<file path="src/rtl/lsu_mem_ctrl.sv">
// Memory-stage load/store controller: turns rd_en/wr_en into a single
// data-memory bus transaction, stalls the pipeline while it is pending and
// returns sign/zero-extended load data to writeback.
module lsu_mem_ctrl #(
    parameter int unsigned ADDR_W  = 32,
    parameter int unsigned DATA_W  = 32,
    parameter int unsigned TIMEOUT = 16
) (
    input  logic              clk,
    input  logic              rst,
    input  logic              rd_en,
    input  logic              wr_en,
    input  logic [2:0]        funct3,
    input  logic [ADDR_W-1:0] addr,
    input  logic [DATA_W-1:0] wdata,
    output logic              stall,
    output logic [DATA_W-1:0] load_data,
    output logic              access_err,
    output logic              bus_err,
    output logic              mem_req,
    output logic              mem_we,
    output logic [ADDR_W-1:0] mem_addr,
    output logic [DATA_W-1:0] mem_wdata,
    output logic [3:0]        mem_be,
    input  logic              mem_gnt,
    input  logic              mem_rvalid,
    input  logic [DATA_W-1:0] mem_rdata
);

    localparam int unsigned CNT_W = $clog2(TIMEOUT) + 1;

    typedef enum logic [1:0] {IDLE, REQ, WAIT, DONE} state_t;

    state_t              state, state_d;
    logic [CNT_W-1:0]    cnt, cnt_d;
    logic [2:0]          f3_q, f3_d;
    logic [1:0]          lo_q, lo_d;
    logic                req_d, we_d, bus_err_d;
    logic [ADDR_W-1:0]   addr_d;
    logic [DATA_W-1:0]   wdata_d, ld_d;
    logic [3:0]          be_d;
    logic                req_any, illegal, legal_req, timed_out;
    logic [3:0]          st_be;
    logic [DATA_W-1:0]   st_wdata, ld_fmt, rd_shift;

    // Request legality: conflicting enables, unsupported funct3, misalignment
    always_comb begin
        req_any = rd_en | wr_en;
        illegal = 1'b0;
        if (rd_en && wr_en)
            illegal = 1'b1;
        else if (rd_en && !(funct3 inside {3'b000, 3'b001, 3'b010, 3'b100, 3'b101}))
            illegal = 1'b1;
        else if (wr_en && !(funct3 inside {3'b000, 3'b001, 3'b010}))
            illegal = 1'b1;
        else if (funct3[1:0] == 2'b01 && addr[0])
            illegal = 1'b1;
        else if (funct3[1:0] == 2'b10 && addr[1:0] != 2'b00)
            illegal = 1'b1;
        legal_req = (state == IDLE) && req_any && !illegal;
    end

    // Stall and access error are same-cycle responses to the request inputs
    assign stall      = rst && ((state == REQ) || (state == WAIT) || legal_req);
    assign access_err = rst && (state == IDLE) && req_any && illegal;

    // Store lane steering: byte enables and replicated write data
    always_comb begin
        case (funct3[1:0])
            2'b00:   begin st_be = 4'b0001 << addr[1:0];          st_wdata = {4{wdata[7:0]}};  end
            2'b01:   begin st_be = 4'b0011 << {addr[1], 1'b0};    st_wdata = {2{wdata[15:0]}}; end
            default: begin st_be = 4'b1111;                       st_wdata = wdata;            end
        endcase
    end

    // Load formatting from the latched size/sign and byte offset
    always_comb begin
        rd_shift = mem_rdata >> {lo_q, 3'b000};
        case (f3_q)
            3'b000:  ld_fmt = {{24{rd_shift[7]}}, rd_shift[7:0]};
            3'b001:  ld_fmt = {{16{rd_shift[15]}}, rd_shift[15:0]};
            3'b100:  ld_fmt = {24'h0, rd_shift[7:0]};
            3'b101:  ld_fmt = {16'h0, rd_shift[15:0]};
            default: ld_fmt = mem_rdata;
        endcase
    end

    assign timed_out = (cnt >= CNT_W'(TIMEOUT - 1));

    // Next-state and next-register values
    always_comb begin
        state_d   = state;
        cnt_d     = cnt;
        f3_d      = f3_q;
        lo_d      = lo_q;
        req_d     = mem_req;
        we_d      = mem_we;
        addr_d    = mem_addr;
        wdata_d   = mem_wdata;
        be_d      = mem_be;
        ld_d      = load_data;
        bus_err_d = 1'b0;
        case (state)
            IDLE: begin
                if (legal_req) begin
                    req_d   = 1'b1;
                    we_d    = wr_en;
                    addr_d  = {addr[ADDR_W-1:2], 2'b00};
                    be_d    = wr_en ? st_be : 4'b1111;
                    wdata_d = wr_en ? st_wdata : '0;
                    f3_d    = funct3;
                    lo_d    = addr[1:0];
                    cnt_d   = '0;
                    state_d = REQ;
                end
            end
            REQ: begin
                cnt_d = cnt + CNT_W'(1);
                if (mem_gnt && (mem_we || mem_rvalid)) begin
                    req_d = 1'b0;
                    if (!mem_we)
                        ld_d = ld_fmt;
                    state_d = DONE;
                end else if (timed_out) begin
                    req_d     = 1'b0;
                    bus_err_d = 1'b1;
                    if (!mem_we)
                        ld_d = '0;
                    state_d = DONE;
                end else if (mem_gnt) begin
                    req_d   = 1'b0;
                    state_d = WAIT;
                end
            end
            WAIT: begin
                cnt_d = cnt + CNT_W'(1);
                if (mem_rvalid) begin
                    ld_d    = ld_fmt;
                    state_d = DONE;
                end else if (timed_out) begin
                    bus_err_d = 1'b1;
                    ld_d      = '0;
                    state_d   = DONE;
                end
            end
            default: state_d = IDLE;
        endcase
    end

    // State and output registers
    always_ff @(posedge clk or negedge rst) begin
        if (!rst) begin
            state     <= IDLE;
            cnt       <= '0;
            f3_q      <= '0;
            lo_q      <= '0;
            mem_req   <= 1'b0;
            mem_we    <= 1'b0;
            mem_addr  <= '0;
            mem_wdata <= '0;
            mem_be    <= '0;
            load_data <= '0;
            bus_err   <= 1'b0;
        end else begin
            state     <= state_d;
            cnt       <= cnt_d;
            f3_q      <= f3_d;
            lo_q      <= lo_d;
            mem_req   <= req_d;
            mem_we    <= we_d;
            mem_addr  <= addr_d;
            mem_wdata <= wdata_d;
            mem_be    <= be_d;
            load_data <= ld_d;
            bus_err   <= bus_err_d;
        end
    end

endmodule

</file>
<file path="config.mk">
export PLATFORM = sky130hd
export DESIGN_NAME = lsu_mem_ctrl
export DESIGN_NICKNAME = d
export VERILOG_FILES = /design/src/rtl/lsu_mem_ctrl.sv
export SDC_FILE = /design/constraint.sdc
export NUM_CORES = 1
export LEC_CHECK = 0
export CORE_ASPECT_RATIO = 1.25
export CORE_MARGIN = 5
export CORE_UTILIZATION = 35
export DETAILED_ROUTE_END_ITERATION = 12
export PLACE_DENSITY = 0.66
export SLEW_MARGIN = 15
export SYNTH_ARGS = -nofsm -noshare
export SYNTH_HDL_FRONTEND = slang
export SYNTH_SLANG_ARGS = --single-unit
</file>
<file path="constraint.sdc">
create_clock -name clk -period 4.75 [get_ports clk]
set_clock_uncertainty 0.15 [all_clocks]
set_input_delay 0.7125 -clock clk [delete_from_list [all_inputs] [get_ports clk]]
set_output_delay 0.7125 -clock clk [all_outputs]
set_load 0.05 [all_outputs]
</file>
==> flow_summary.yaml <==
global_route:
  grt_overflow_total: 0
  grt_pass1_vias: 5436
  gr-usage-all-layers_pct: 19.31
  grt_pass1_wl_um: 27860
  grt_max_degree: 69
  antenna_found_initial: 0
drt:
  drc: 0
  avgRoutedWirePerCell_um: 17.45
  drt-initial-drc-count: 323
  drt_wl_total_um: 18040
  routed_via_density: 5.058
  dr.pass1.iters: 5
  final_antenna_net_count: 0
  dr_total_vias: 5230
yosys:
  ys_ff_latch: 113
  synth_edf_count: 0
  yosysWarnings: 0
  synthArstFlopShare_pct: 100.0
  synth_cell_type_count: 48
  syn_area_per_cell_um2: 9.066
  syn_area_um2: 5567
  seq_area_frac_synth_pct: 50.80
  synth_ff_type: "dfrtp_1"
  syn_inst: 614
clocking:
  htreeDepth: 4
  hold_buffers: 0
  cts_resized: 0
  cts_tree: "done"
  numCtsBuffers: 17
  cts.path.max_buffers: 2
  cts_sinks: 113
  clkLatencyLatePin_ns: 0.41
  root_buffer: "clkbuf_16"
  cts_setup_buffers: 0
  clk_pin_slew_ns: 0.05
worst_hold_path:
  hold_path.class: "reg -> reg"
floorplan:
  die_x_um: 122.8
  core_region_area_um2: 15630
  die_h_um: 151
  num_rows: 51
  initial_utilization_pct: 35.61
  die-area_um2: 18540
  pin_count: 210
status:
  status: "finished clean"
critical_path:
  cp_top_family: "buffers and inverters"
  worstSetupEndpointType: "output pin"
  arrival_ns: 2.95
  slowest_stage: "clkdlybuf4s50_1"
  path_common_cell: "clkdlybuf4s50_1"
  worstSetupPathType: "in -> out"
  start_kind: "input pin"
  cp_num_buf_inv: 2
  cp_max_fo: 12
  crit_required_ns: 3.89
  crit_chain: "clkdlybuf4s50_1, and3b_1, a31oi_2, a31oi_1, clkdlybuf4s50_1"
  cpPeakStageDelay_ns: 0.82
final_layout:
  multi_input_area_um2: 2511
  seq_area_um2: 2828
  final_net_count: 921
  antenna_cells: 0
  drive_gt1_share_pct: 8.516
  area_growth_pct: 51.43
  stdcell_area_um2: 8429
  num-fill-cells: 1446
sta:
  tightest_slew_ns: 0.8702
  slew_viol_final: 0
  hold_viol: 0
  grt_setup_unrepaired: "no"
  max_freq_ghz: 0.2623
  period_minus_slack_ns: 3.813
  relSlewSlack_pct: 41.99
  setup_tns_ns: 0
  finalSetupViolations: 0
  period_share_pct: 80.27
power:
  p_leak_nw: 3.814
  power_density_nw_per_um2: 755.1
  ir_drop_uv: 395.3
place:
  port_buffers: 207
  gp_congestion: 0.8979
  dp_hpwl_um: 13230
  postPlaceCellArea_um2: 7811
job:
  drv_cap: 0
==> metal layers <==
metal | track usage (%) | wire [um]
met2 | 31.74 | 8604
met1 | 22.86 | 7332
met4 | 8.291 | 513
met5 | 0 | 0
met3 | 6.687 | 1592
==> worst reg2reg max path: cells and delay by family, from the launching register on <==
kind                       cells  cell delay (ns)
AOI/OAI and AO/OA              3             1.01
and+or+nand+nor                3             0.44
adders and majority gates      2             0.42
DFF                            1             0.42
buffers and inverters          1             0.34
==> power by group <==
part	switching, mW	total [mW]	internal (mW)
Sequential	0.309	1.67	1.36
Combinational	2.22	3.36	1.14
Clock	0.438	1.34	0.898
==> cell families (layout without fill, tap and decap cells) <==
| logic type | count (synthesis) | count (layout) | synth area share (%) |
|---|---|---|---|
| other | 1 | 2 | 0.06737 |
| adders and majority gates | 6 | 6 | 1.349 |
| DFF | 113 | 113 | 50.80 |
| muxes | 38 | 38 | 7.305 |
| buffers and inverters | 54 | 261 | 4.248 |
| and+or+nand+nor | 281 | 281 | 20.84 |
| AOI/OAI and AO/OA | 121 | 121 | 15.40 |
==> sequential cells by signal (all words and copies together) (netlist names) <==
name       count
load_data     32
mem_wdata     32
mem_addr      30
cnt            5
mem_be         4
f3_q           3
lo_q           2
state          2
bus_err        1
mem_req        1
mem_we         1
==> synth_stat cells (2+ instances only) <==
library cell	n	share of area (%)
nand2_1	209	14
dfrtp_1	113	51
a21oi_1	17	1.5
nor2b_1	11	1.2
a22o_1	9	1.4
o21ai_0	42	3.8
nand3_1	19	1.7
a31oi_1	3	0.34
o211ai_2	11	2.5
o21bai_1	3	0.40
buf_4	2	0.27
clkbuf_1	20	1.3
ha_1	6	1.3
a21boi_0	2	0.27
o22ai_1	2	0.22
buf_2	14	1.3
inv_1	12	0.81
nand2b_1	7	0.79
mux2_2	10	2.0
mux2i_1	26	4.7
o31ai_1	7	0.94
o32a_1	2	0.36
nand4_1	2	0.22
o221ai_1	6	0.94
buf_1	4	0.27
o211ai_1	8	1.1
nor2_1	24	1.6
and3_1	3	0.34
==> layout make-up <==
type	count	share of cell area, %
Timing Repair Buffer	218	25.65
Clock buffer	20	5.418
Multi-Input combinational cell	448	29.79
Tap cell	212	3.147
Sequential cell	113	33.55
Inverter	12	0.5344
Clock inverter	11	1.915
==> path summary, 6_finish.rpt <==
kind	slack (ns)	cells past startpoint	endpoint	from
setup reg to reg	1.80	9	load_data[17]	cnt[0]
setup / recovery	0.94	5	access_err	funct3[1]
hold reg to reg	0.32	2	mem_addr[31]	mem_addr[31]
min in group asynchronous	0.39	2	state[0]	rst
max in group asynchronous	2.86	3	load_data[19]	rst
hold / removal	0.32	2	mem_addr[31]	mem_addr[31]
==> cells in the final DEF, fill, tap and decap left out, types with 6 or more instances in the layout <==
master           Yosys  final
a21oi_1             17     17
a22o_1               9      9
buf_4                2     12
clkbuf_16            0     17
clkdlybuf4s50_1      0    205
dfrtp_1            113    113
ha_1                 6      6
inv_1               12     12
mux2_2              10     10
mux2i_1             26     26
nand2_1            209    209
nand2b_1             7      7
nand3_1             19     19
nor2_1              24     24
nor2b_1             11     11
o211ai_1             8      8
o211ai_2            11     11
o21ai_0             42     41
o221ai_1             6      6
o31ai_1              7      7
==> stage by stage <==
stage	total power [mW]	worst slack, ns	util [%]	std cells	hold slack (ns)
2_1_floorplan	3.872	1.394	-	615	0.2669
3_3_place_gp	4.980	0.9627	49.96	1003	0.3059
3_5_place_dp	5.057	0.9410	49.96	1003	0.3107
4_1_cts	6.421	0.9260	53.92	1034	0.3246
5_1_grt	6.692	0.8430	53.92	1034	0.3444
6_report	6.365	0.9373	53.92	1034	0.3220
No activity file was read; power rests on OpenSTA's default activity.
